<file path="src/rtl/hp_manager_if.sv">
// hp_manager_if: game-control inputs and HP/result outputs of the HP manager
interface hp_manager_if #(
    parameter int HP_W = 4
);
    logic            START;
    logic [1:0]      WL_IN;
    logic [HP_W-1:0] MY_HP;
    logic [HP_W-1:0] EN_HP;
    logic            HIT;
    logic [1:0]      HIT_WHO;
    logic [7:0]      ROUND;
    logic            GAME_OVER;
    logic [1:0]      RESULT;

    modport master (
        output START, WL_IN,
        input  MY_HP, EN_HP, HIT, HIT_WHO, ROUND, GAME_OVER, RESULT
    );

    modport slave (
        input  START, WL_IN,
        output MY_HP, EN_HP, HIT, HIT_WHO, ROUND, GAME_OVER, RESULT
    );
endinterface

</file>
<file path="src/rtl/hp_manager.sv">
// hp_manager: two-player HP bookkeeping, applies each round verdict exactly once
module hp_manager #(
    parameter int HP_W    = 4,
    parameter int HP_INIT = 5,
    parameter int DAMAGE  = 1
) (
    input logic         CLK,
    input logic         RST,
    hp_manager_if.slave bus
);
    typedef enum logic [2:0] {IDLE, ARM, PLAY, LOCK, OVER} state_t;

    localparam logic [HP_W-1:0] INIT = HP_W'(HP_INIT);
    localparam logic [HP_W-1:0] DMG  = HP_W'(DAMAGE);

    state_t          state, next_state;
    logic            apply, load, done;
    logic [HP_W-1:0] my_sub, en_sub, my_nxt, en_nxt;

    // saturating HP arithmetic and next state, using post-update HP for the OVER decision
    always_comb begin
        apply  = state == PLAY && bus.WL_IN != 2'b00;
        load   = bus.START && (state == IDLE || state == OVER);
        my_sub = (int'(bus.MY_HP) > DAMAGE) ? bus.MY_HP - DMG : '0;
        en_sub = (int'(bus.EN_HP) > DAMAGE) ? bus.EN_HP - DMG : '0;
        my_nxt = (apply && bus.WL_IN[1]) ? my_sub : bus.MY_HP;
        en_nxt = (apply && bus.WL_IN[0]) ? en_sub : bus.EN_HP;
        done   = my_nxt == '0 || en_nxt == '0;
        next_state = state;
        case (state)
            IDLE:    next_state = bus.START ? ARM : IDLE;
            ARM:     next_state = bus.WL_IN == 2'b00 ? PLAY : ARM;
            PLAY:    next_state = apply ? (done ? OVER : LOCK) : PLAY;
            LOCK:    next_state = bus.WL_IN == 2'b00 ? PLAY : LOCK;
            OVER:    next_state = bus.START ? ARM : OVER;
            default: next_state = IDLE;
        endcase
    end

    // state register
    always_ff @(posedge CLK or negedge RST) begin
        if (!RST) state <= IDLE;
        else      state <= next_state;
    end

    // registered outputs: HP, round count, verdict pulse and game result
    always_ff @(posedge CLK or negedge RST) begin
        if (!RST) begin
            bus.MY_HP     <= INIT;
            bus.EN_HP     <= INIT;
            bus.HIT       <= 1'b0;
            bus.HIT_WHO   <= 2'b00;
            bus.ROUND     <= 8'd0;
            bus.GAME_OVER <= 1'b0;
            bus.RESULT    <= 2'b00;
        end else begin
            bus.HIT       <= apply;
            bus.GAME_OVER <= next_state == OVER;
            if (load) begin
                bus.MY_HP  <= INIT;
                bus.EN_HP  <= INIT;
                bus.ROUND  <= 8'd0;
                bus.RESULT <= 2'b00;
            end else if (apply) begin
                bus.MY_HP   <= my_nxt;
                bus.EN_HP   <= en_nxt;
                bus.HIT_WHO <= bus.WL_IN;
                bus.ROUND   <= bus.ROUND == 8'hFF ? bus.ROUND : bus.ROUND + 8'd1;
                if (done) bus.RESULT <= {my_nxt == '0, en_nxt == '0};
            end
        end
    end
endmodule

</file>
<file path="src/flat_wrapper.sv">
// flat-port wrapper written by rule: the top's interface ports become plain ports
module hp_manager_flat 
#(
    parameter int HP_W    = 4,
    parameter int HP_INIT = 5,
    parameter int DAMAGE  = 1
)
  (CLK, RST, bus_START, bus_WL_IN, bus_MY_HP, bus_EN_HP, bus_HIT, bus_HIT_WHO, bus_ROUND, bus_GAME_OVER, bus_RESULT);
  hp_manager_if #(.HP_W(HP_W)) bus_i ();
  input logic CLK;
  input logic RST;
  input wire logic [$bits(bus_i.START)-1:0] bus_START;
  input wire logic [$bits(bus_i.WL_IN)-1:0] bus_WL_IN;
  output wire logic [$bits(bus_i.MY_HP)-1:0] bus_MY_HP;
  output wire logic [$bits(bus_i.EN_HP)-1:0] bus_EN_HP;
  output wire logic [$bits(bus_i.HIT)-1:0] bus_HIT;
  output wire logic [$bits(bus_i.HIT_WHO)-1:0] bus_HIT_WHO;
  output wire logic [$bits(bus_i.ROUND)-1:0] bus_ROUND;
  output wire logic [$bits(bus_i.GAME_OVER)-1:0] bus_GAME_OVER;
  output wire logic [$bits(bus_i.RESULT)-1:0] bus_RESULT;
  assign bus_i.START = bus_START;
  assign bus_i.WL_IN = bus_WL_IN;
  assign bus_MY_HP = bus_i.MY_HP;
  assign bus_EN_HP = bus_i.EN_HP;
  assign bus_HIT = bus_i.HIT;
  assign bus_HIT_WHO = bus_i.HIT_WHO;
  assign bus_ROUND = bus_i.ROUND;
  assign bus_GAME_OVER = bus_i.GAME_OVER;
  assign bus_RESULT = bus_i.RESULT;
  hp_manager #(.HP_W(HP_W), .HP_INIT(HP_INIT), .DAMAGE(DAMAGE)) u_core (.CLK(CLK), .RST(RST), .bus(bus_i));
endmodule
</file>
<file path="config.mk">
export PLATFORM = sky130hd
export DESIGN_NAME = hp_manager_flat
export DESIGN_NICKNAME = d
export VERILOG_FILES = /design/src/rtl/hp_manager_if.sv /design/src/rtl/hp_manager.sv /design/src/flat_wrapper.sv
export SDC_FILE = /design/constraint.sdc
export NUM_CORES = 1
export LEC_CHECK = 0
export BUFFER_PORTS_ARGS = -buffer_cell sky130_fd_sc_hd__buf_2
export CAP_MARGIN = 20
export CORE_UTILIZATION = 53
export DETAILED_ROUTE_END_ITERATION = 16
export PLACE_DENSITY = 0.77
export RECOVER_POWER = 100
export SLEW_MARGIN = 20
export SYNTH_ARGS = -nofsm -noshare
export SYNTH_HDL_FRONTEND = slang
export SYNTH_SLANG_ARGS = --single-unit
</file>
<file path="constraint.sdc">
create_clock -name CLK -period 2.1 [get_ports CLK]
set_clock_uncertainty 0.1 [all_clocks]
set_input_delay 0.105 -clock CLK [delete_from_list [all_inputs] [get_ports CLK]]
set_output_delay 0.105 -clock CLK [all_outputs]
set_load 0.01 [all_outputs]
</file>
==> impl_metrics.py, run 1 <==
metrics = {
    "hold_path": {
        "hold_end": "u_core.bus.GAME_OVER",
        "hold_path_startpoint": "bus_START",
        "hold_depth": 3,
        "hp-class": "in -> reg",
    },
    "power_and_ir_drop": {
        "p_sw_share_pct": 43.3,
        "p_leak_nw": 0.671,
        "cell_internal_pwr_mw": 1.12,
        "seq_power_share_pct": 42.5,
        "irDropWorstVdd_v": 0.000787,
        "comb_power_share_pct": 46.3,
        "pwr-share-clk_pct": 11.1,
        "power.switching_mw": 0.853,
        "power.density_nw_per_um2": 1270,
    },
    "detailed_routing": {
        "ant_nets": 0,
        "wl_met2_um": 1340,
        "top_layer": "met4",
        "wl_per_cell_um": 13.9,
        "drtIter0Drc": 33,
        "drc_errors": 0,
        "via_per_inst": 5.84,
        "route.met3.wl_um": 77,
        "vias": 1180,
        "wl_um": 2800,
        "met1_length_um": 1370,
        "dr.pass1.iters": 4,
    },
    "logic_synthesis": {
        "synth-edff-count": 0,
        "syn_nets": 150,
        "yosys_most_used_dff": "dfrtp_1",
        "syn_inst": 140,
        "syn-cell-area_um2": 1350,
        "seq_area_frac_synth_pct": 46.8,
        "ys_types": 45,
        "ys_warn_count": 0,
        "synthArstFlopShare_pct": 100,
        "yosys_register_bits": 25,
        "syn_area_per_cell_um2": 9.63,
    },
    "timing": {
        "maxSlewHeadroom_pct": 14.6,
        "drv_slew": 0,
        "fin_crit_sh_pct": 94.6,
        "hold_viol_final": 0,
        "worst_slew_pin_slew_ps": 1280,
        "timing.final.ws_setup_ps": 114,
        "fmax_ghz": 0.504,
        "rsz0062_at_grt": "no",
        "hold-worst-slack_ps": 52.6,
        "setup_viol": 0,
        "period_minus_slack_ps": 1990,
    },
    "status": {
        "status": "finished clean",
    },
    "final_layout": {
        "final_cell_mix": "dfrtp_1, clkbuf_1, nand2_1",
        "final_util_pct": 67.6,
        "nets": 185,
        "fin_cells": 202,
        "stdcell_area_um2": 1550,
        "syn_to_final_growth_pct": 15.3,
        "diodes": 0,
        "drive_gt1_share_pct": 18.4,
        "layout_commonest_cell": "dfrtp_1",
    },
    "floorplanning": {
        "rows": 17,
        "die_width_um": 52.4,
        "core-area_um2": 2300,
        "die_area_um2": 2750,
        "ios": 27,
        "start_util_pct": 58.7,
        "die_h_um": 52.4,
    },
    "grt": {
        "grt_start_max_net_pins": 26,
        "grt_util_all_layers_pct": 23.4,
        "grt_pass1_vias": 1075,
        "overflow": 0,
        "grt_first_pass_wirelength_um": 4790,
        "antenna_found_initial": 0,
    },
    "clock_network": {
        "cts_root_buf": "clkbuf_4",
        "htreeDepth": 1,
        "clk_path_buf_depth": 2,
        "cts.sinks": 25,
        "numCtsBuffers": 3,
        "clk_latency_ps": 320,
        "clkTransAtPathRegs_ps": 150,
        "cts_tree": "yes",
    },
    "setup_path": {
        "reg2reg_setup_slack_ps": 110,
        "worstPathRequired_ps": 2220,
        "worstPathMaxFanout": 8,
        "critPathSlowestCell": "dfstp_2",
        "endpoint_kind": "register",
        "cp_slowest_stage_delay_ps": 630,
        "r2r_start": "u_core.bus.EN_HP[0]",
        "r2r-end": "u_core.bus.RESULT[1]",
        "cp-start-kind": "register",
        "reg2reg_depth": 7,
        "worstPathCellList": "inv_2, ha_4, nand2_1, a221oi_2, a21oi_2, or2_0, a31o_2",
        "criticalPathCategory": "reg -> reg",
        "arrival_ps": 2100,
    },
    "placed_design": {
        "detailed_place.area_um2": 1530,
        "dp_hpwl_um": 2050,
        "place_ws_ps": -27.0,
        "io_buffers": 26,
        "globalplace.congestion": 0.835,
        "placed_cells": 196,
    },
    "job": {
        "maxCapViolCount": 0,
    },
}
routing by layer:
metal / GRT usage (%) / up-vias
met5: 0 / -
met4: 7.02 / 0
met3: 2.90 / 2
met2: 35.2 / 18
met1: 34.9 / 576
li1: - / 584
through the flow:
step	power, mW	setup TNS (ps)
6_report	1.97	0
3_5_place_dp	1.72	-27.0
5_1_grt	2.14	0
4_1_cts	1.95	0
2_1_floorplan	1.43	0
3_3_place_gp	1.69	0
flip-flops by register name (all words and copies together) (netlist names):
| signal | flops |
|---|---|
| u_core.bus.GAME_OVER | 1 |
| u_core.bus.ROUND | 8 |
| u_core.state | 3 |
| u_core.bus.RESULT | 2 |
| u_core.bus.HIT_WHO | 2 |
| u_core.bus.HIT | 1 |
| u_core.bus.MY_HP | 4 |
| u_core.bus.EN_HP | 4 |
power by group through the flow:
stage	logic (mW)	clock network, mW	registers [mW]
6_report	0.913	0.219	0.838
5_1_grt	1.03	0.246	0.871
4_1_cts	0.876	0.228	0.845
3_5_place_dp	0.868	0	0.855
3_3_place_gp	0.842	0	0.845
2_1_floorplan	0.534	0	0.895
logic make-up (layout without fill, tap and decap cells):
logic type      Yosys count  after routing  synth area share, %
compound gates           35             35                 17.6
xor+xnor                  2              2                 1.30
fa+ha+maj                 5              5                 4.64
buf+inv                   9             43                 2.88
flops                    25             25                 46.8
simple gates             64             64                 26.7
layout make-up:
cell class / count / area, um2
clock buffers: 3 / 22.5
clock inverters: 1 / 7.51
fillers: 198 / 743
inverters: 9 / 38.8
multi-input cells: 106 / 681
flip-flops and latches: 25 / 631
well taps: 28 / 35.0
repair buffers: 30 / 139
cell usage after synthesis, types with 2 or more instances:
cell / count / area (um2)
a31o_2: 2 / 17.5
nand4bb_1: 2 / 22.5
nor4_1: 3 / 18.8
nand2_1: 18 / 67.6
dfstp_2: 4 / 105
nor3_1: 5 / 25.0
nand3_1: 8 / 40.0
a31oi_1: 2 / 12.5
a32o_1: 2 / 20.0
dfrtp_1: 21 / 526
a21oi_1: 5 / 25.0
ha_1: 5 / 62.6
o211ai_1: 2 / 15.0
inv_1: 8 / 30.0
o21ai_0: 12 / 60.1
nor2_1: 12 / 45.0
critical path: cells and delay by family (launching register included):
family          cells  cell delay [ps]
simple gates        2              300
compound gates      3              530
flops               1              630
fa+ha+maj           1              260
buf+inv             1               70
how the worst max path moves through the flow:
| stage | startpoint | end | cells after the start |
|---|---|---|---|
| floorplan | u_core.bus.EN_HP[0] | u_core.bus.RESULT[1] | 7 |
| global placement | u_core.bus.EN_HP[0] | u_core.bus.RESULT[1] | 7 |
| detailed placement | u_core.bus.EN_HP[0] | u_core.state[0] | 7 |
| CTS | u_core.bus.EN_HP[0] | u_core.state[0] | 7 |
| global route | u_core.bus.MY_HP[0] | u_core.state[0] | 7 |
| finish | u_core.bus.EN_HP[0] | u_core.bus.RESULT[1] | 7 |
timing repair:
item,CTS,global route
setup buffers,0,1
endpoints found under the hold margin,21,0
hold buffers,1,0
endpoints found under the setup margin,1,5
resized for setup,1,6
pin swaps,0,3
Power figures use the tool's default switching activity.
==> run 2: changes to the inputs <==
Settings changed: CAP_MARGIN 20 to default, PLACE_DENSITY 0.77 to default, PLACE_DENSITY_LB_ADDON from default to 0.12.
==> run 2 against run 1 <==
Compared with the run above:
- first-iteration DRC count is 27% lower
- largest power group unchanged
- critical endpoint unchanged
- non-clock buffer count is 2 higher
- highest routed layer unchanged
- sequential power is 0.6% lower
- sequential share of layout area is 0.065 points higher
- count of clock-buffer cells in the layout stayed put
- worst hold slack better by 4.9 ps
==> impl_metrics.py, run 2 (synthesized netlist as in run 1, its figures left out) <==
metrics = {
    "timing": {
        "rsz0062_at_grt": "no",
        "hold_viol_final": 0,
        "hold-worst-slack_ps": 57.6,
        "drv_slew": 0,
        "period_minus_slack_ps": 2010,
        "setup-tns-final_ps": 0,
        "maxSlewHeadroom_pct": 11.2,
        "fmax_ghz": 0.496,
        "setup_viol": 0,
        "fin_crit_sh_pct": 95.9,
        "worst_slew_pin_slew_ps": 1330,
    },
    "floorplanning": {
        "rows": 17,
        "ios": 27,
        "die_area_um2": 2750,
        "core-area_um2": 2300,
        "start_util_pct": 58.7,
        "die_h_um": 52.4,
        "die_width_um": 52.4,
    },
    "final_layout": {
        "final_cell_mix": "dfrtp_1, clkbuf_1, nand2_1",
        "largest_register_ff_count": 8,
        "num-fill-cells": 197,
        "diodes": 0,
        "syn_to_final_growth_pct": 15.1,
        "multi_input_area_um2": 663,
        "reg_top3": "u_core.bus.ROUND: 8 flops, u_core.bus.EN_HP: 4 flops, u_core.bus.MY_HP: 4 flops",
        "ff_latch_area_um2": 631,
        "nets": 187,
        "final_util_pct": 67.5,
        "layout_commonest_cell": "dfrtp_1",
        "drive_gt1_share_pct": 17.6,
        "regMostFlops": "u_core.bus.ROUND",
    },
    "setup_path": {
        "cp-start-kind": "register",
        "criticalPathCategory": "reg -> reg",
        "cp_slowest_stage_delay_ps": 590,
        "critPathSlowestCell": "dfstp_2",
        "worstPathCellList": "inv_1, ha_1, nand2_1, a221oi_2, a21oi_2, or2_0, a31o_2",
        "worstPathRequired_ps": 2240,
        "arrival_ps": 2150,
        "worstPathMaxFanout": 4,
        "endpoint_kind": "register",
    },
    "hold_path": {
        "hp-class": "in -> reg",
    },
    "power_and_ir_drop": {
        "p_leak_nw": 0.685,
        "power.density_nw_per_um2": 1280,
        "total_power_mw": 1.99,
        "irDropWorstVdd_v": 0.000724,
    },
    "job": {
        "maxCapViolCount": 0,
    },
    "grt": {
        "grt_start_max_net_pins": 26,
        "grt_pass1_vias": 1093,
        "overflow": 0,
        "antenna_found_initial": 0,
        "grt_first_pass_wirelength_um": 5000,
        "grt_util_all_layers_pct": 25.1,
    },
    "detailed_routing": {
        "vias": 1205,
        "drtIter0Drc": 24,
        "drc_errors": 0,
        "via_per_inst": 5.91,
        "wl_per_cell_um": 15.2,
        "wl_um": 3100,
        "ant_nets": 0,
        "dr.pass1.iters": 4,
    },
    "status": {
        "status": "finished clean",
    },
    "clock_network": {
        "htreeDepth": 1,
        "cts_tree": "yes",
        "clk_path_buf_depth": 2,
        "cts_root_buf": "clkbuf_4",
        "clk_latency_ps": 340,
        "numCtsBuffers": 3,
        "cts.sinks": 25,
        "clkTransAtPathRegs_ps": 140,
    },
    "placed_design": {
        "io_buffers": 26,
        "globalplace.congestion": 0.837,
        "dp_hpwl_um": 2250,
    },
}
-- run 2: path summary, 6_finish.rpt --
kind | cells past startpoint | startpoint | endpoint | slack, ps
min in group asynchronous | 2 | RST | u_core.state[0] | 470
max in group asynchronous | 2 | RST | u_core.bus.RESULT[1] | 650
min | 3 | bus_WL_IN[0] | u_core.bus.EN_HP[0] | 60
min reg2reg | 2 | u_core.bus.HIT_WHO[1] | u_core.bus.HIT_WHO[1] | 400
max | 7 | u_core.bus.EN_HP[0] | u_core.bus.RESULT[1] | 90
max reg2reg | 7 | u_core.bus.EN_HP[0] | u_core.bus.RESULT[1] | 90
-- run 2: area by class of cell --
cell class	count	share of cell area, %
multi-input combinational	106	42.7
tap	28	2.26
clock buffer	3	1.45
sequential	25	40.6
inverter	9	2.50
clock inverter	1	0.484
timing repair buffer	32	9.92
-- run 2: worst max-delay path, delay by kind of cell, from the launching register on --
family / cells / cell delay [ps]
AO/OA/AOI/OAI: 3 / 580
buffers and inverters: 1 / 60
adder cells (fa/ha/maj): 1 / 300
flip-flops: 1 / 590
AND/OR/NAND/NOR: 2 / 300
-- run 2: per-stage QoR --
step                      setup slack [ps]  cell area [um2]  std cells
after floorplan                        138             1350        140
final                                 85.8             1550        204
after detailed placement             -25.2             1540        197
after global placement                97.1             1540        197
after global routing                  15.8             1550        204
after CTS                             16.4             1580        202
-- run 2: report_power, final --
part | internal [mW] | switching [mW]
Clock | 0.0731 | 0.159
Combinational | 0.378 | 0.547
Sequential | 0.658 | 0.175
Total | 1.11 | 0.881
-- run 2: what timing repair did --
item / 4_1_cts / 5_1_grt
pin swaps: 0 / 1
setup endpoints to repair: 1 / 5
buffers inserted: 0 / 2
resized for setup: 1 / 3
hold endpoints to repair: 21 / 0
hold buffers: 1 / 0
-- run 2: metal layers --
layer  global-route usage (%)  up-vias  wire length, um  part of all wire [%]
met3                     3.19        5              140                   4.5
li1                         -      588                -                     -
met4                     10.5        0               44                   1.4
met2                     40.5       39             1500                    48
met1                     33.6      573             1410                    46
met5                        0        -                0                     0
==> run 3: changes to the inputs <==
Settings changed: MAX_ROUTING_LAYER from default to met4.
==> run 3 against run 2 <==
Compared with the run above:
- routed wire length about the same
- combinational power about the same
- clock power about the same
- critical path depth unchanged
- global-route usage increased by 0.66 points
- non-clock buffer count unchanged
- sequential power about the same
- via count increased by 1.3%
- largest power group unchanged
==> impl_metrics.py, run 3 (synthesized netlist as in run 1, its figures left out) <==
metrics = {
    "clock_network": {
        "cts_tree": "yes",
        "cts_root_buf": "clkbuf_4",
        "clk_latency_ps": 330,
        "clk_path_buf_depth": 2,
        "htreeDepth": 1,
        "clkTransAtPathRegs_ps": 140,
        "numCtsBuffers": 3,
        "cts.sinks": 25,
    },
    "final_layout": {
        "layout_commonest_cell": "dfrtp_1",
        "diodes": 0,
        "syn_to_final_growth_pct": 15.1,
        "drive_gt1_share_pct": 17.6,
        "regMostFlops": "u_core.bus.ROUND",
        "stdcell_area_um2": 1550,
        "largest_register_ff_count": 8,
        "reg_top3": "u_core.bus.ROUND: 8 flops, u_core.bus.EN_HP: 4 flops, u_core.bus.MY_HP: 4 flops",
        "final_cell_mix": "dfrtp_1, clkbuf_1, nand2_1",
        "nets": 187,
    },
    "detailed_routing": {
        "drtIter0Drc": 24,
        "drc_errors": 0,
        "dr.pass1.iters": 4,
        "vias": 1221,
        "ant_nets": 0,
        "wl_per_cell_um": 15.2,
        "via_per_inst": 5.99,
        "wl_um": 3100,
    },
    "status": {
        "status": "finished clean",
    },
    "grt": {
        "grt_pass1_vias": 1094,
        "antenna_found_initial": 0,
        "grt_first_pass_wirelength_um": 5000,
        "grt_start_max_net_pins": 26,
        "grt_util_all_layers_pct": 25.7,
        "overflow": 0,
    },
    "power_and_ir_drop": {
        "seq_power_share_pct": 41.8,
        "pwr-share-clk_pct": 11.6,
        "power.switching_mw": 0.881,
        "total_power_mw": 1.99,
        "p_sw_share_pct": 44.3,
        "power.density_nw_per_um2": 1280,
        "cell_internal_pwr_mw": 1.11,
        "comb_power_share_pct": 46.5,
        "irDropWorstVdd_v": 0.000724,
        "p_leak_nw": 0.685,
    },
    "setup_path": {
        "endpoint_kind": "register",
        "worstPathRequired_ps": 2230,
        "worstPathMaxFanout": 4,
        "criticalPathCategory": "reg -> reg",
        "arrival_ps": 2140,
        "cp-start-kind": "register",
    },
    "placed_design": {
        "dp_hpwl_um": 2250,
        "io_buffers": 26,
        "detailed_place.area_um2": 1540,
        "globalplace.congestion": 0.850,
        "place_ws_ps": -25.2,
    },
    "floorplanning": {
        "die_area_um2": 2750,
        "die_h_um": 52.4,
        "start_util_pct": 58.7,
        "rows": 17,
        "die_width_um": 52.4,
        "core-area_um2": 2300,
        "ios": 27,
    },
    "timing": {
        "hold_viol_final": 0,
        "timing.final.ws_setup_ps": 93.8,
        "maxSlewHeadroom_pct": 11.2,
        "rsz0062_at_grt": "no",
        "setup_viol": 0,
        "period_minus_slack_ps": 2010,
        "drv_slew": 0,
        "fin_crit_sh_pct": 95.5,
        "fmax_ghz": 0.498,
        "hold-worst-slack_ps": 59.8,
        "worst_slew_pin_slew_ps": 1330,
    },
    "job": {
        "maxCapViolCount": 0,
    },
    "hold_path": {
        "hp-class": "in -> reg",
    },
}
## run 3: layout make-up
cell class | count | area, um2
Tap cell | 28 | 35.0
Clock inverter | 1 | 7.51
Clock buffer | 3 | 22.5
Multi-Input combinational cell | 106 | 663
Fill cell | 197 | 746
Inverter | 9 | 38.8
Timing Repair Buffer | 32 | 154
Sequential cell | 25 | 631
## run 3: layer usage
metal  up-vias  part of all wire, %  GRT usage, %
li1        589                    -             -
met1       588                   45          33.6
met2        39                   49          40.5
met3         5                  4.4          3.19
met4         0                  1.5          10.5
met5         -                    0             -
## run 3: stage by stage
| step | TNS (ps) | utilization, % | instances |
|---|---|---|---|
| floorplan | 0 | - | 140 |
| global placement | 0 | 66.8 | 197 |
| detailed placement | -25.2 | 66.8 | 197 |
| CTS | 0 | 68.6 | 202 |
| global route | 0 | 67.5 | 204 |
| finish | 0 | 67.5 | 204 |
## run 3: repair_timing
action,4_1_cts,5_1_grt
hold buffers,1,0
gates resized for setup,1,3
endpoints found under the setup margin,1,5
hold endpoints to repair,21,0
buffers inserted,0,2
pin swaps,0,1
## run 3: power by group through the flow
| stage | sequential [mW] | combinational, mW | clock (mW) |
|---|---|---|---|
| finish | 0.833 | 0.927 | 0.231 |
| global route | 0.860 | 1.04 | 0.255 |
| CTS | 0.839 | 0.925 | 0.234 |
| detailed placement | 0.847 | 0.918 | 0 |
| global placement | 0.831 | 0.877 | 0 |
| floorplan | 0.895 | 0.534 | 0 |
## run 3: worst paths after layout
path,slack [ps],cells past startpoint,endpoint,startpoint
max in group asynchronous,650,2,u_core.bus.RESULT[1],RST
hold reg to reg,400,2,u_core.bus.HIT_WHO[1],u_core.bus.HIT_WHO[1]
setup / recovery,90,7,u_core.bus.RESULT[1],u_core.bus.EN_HP[0]
setup reg to reg,90,7,u_core.bus.RESULT[1],u_core.bus.EN_HP[0]
min in group asynchronous,470,2,u_core.state[0],RST
hold / removal,60,3,u_core.bus.EN_HP[0],bus_WL_IN[0]
## run 3: worst max-delay path, cell delays in order (launching register included)
cell	delay, ps
dfstp_2	590
inv_1	50
ha_1	300
nand2_1	70
a221oi_2	270
a21oi_2	70
or2_0	230
a31o_2	250
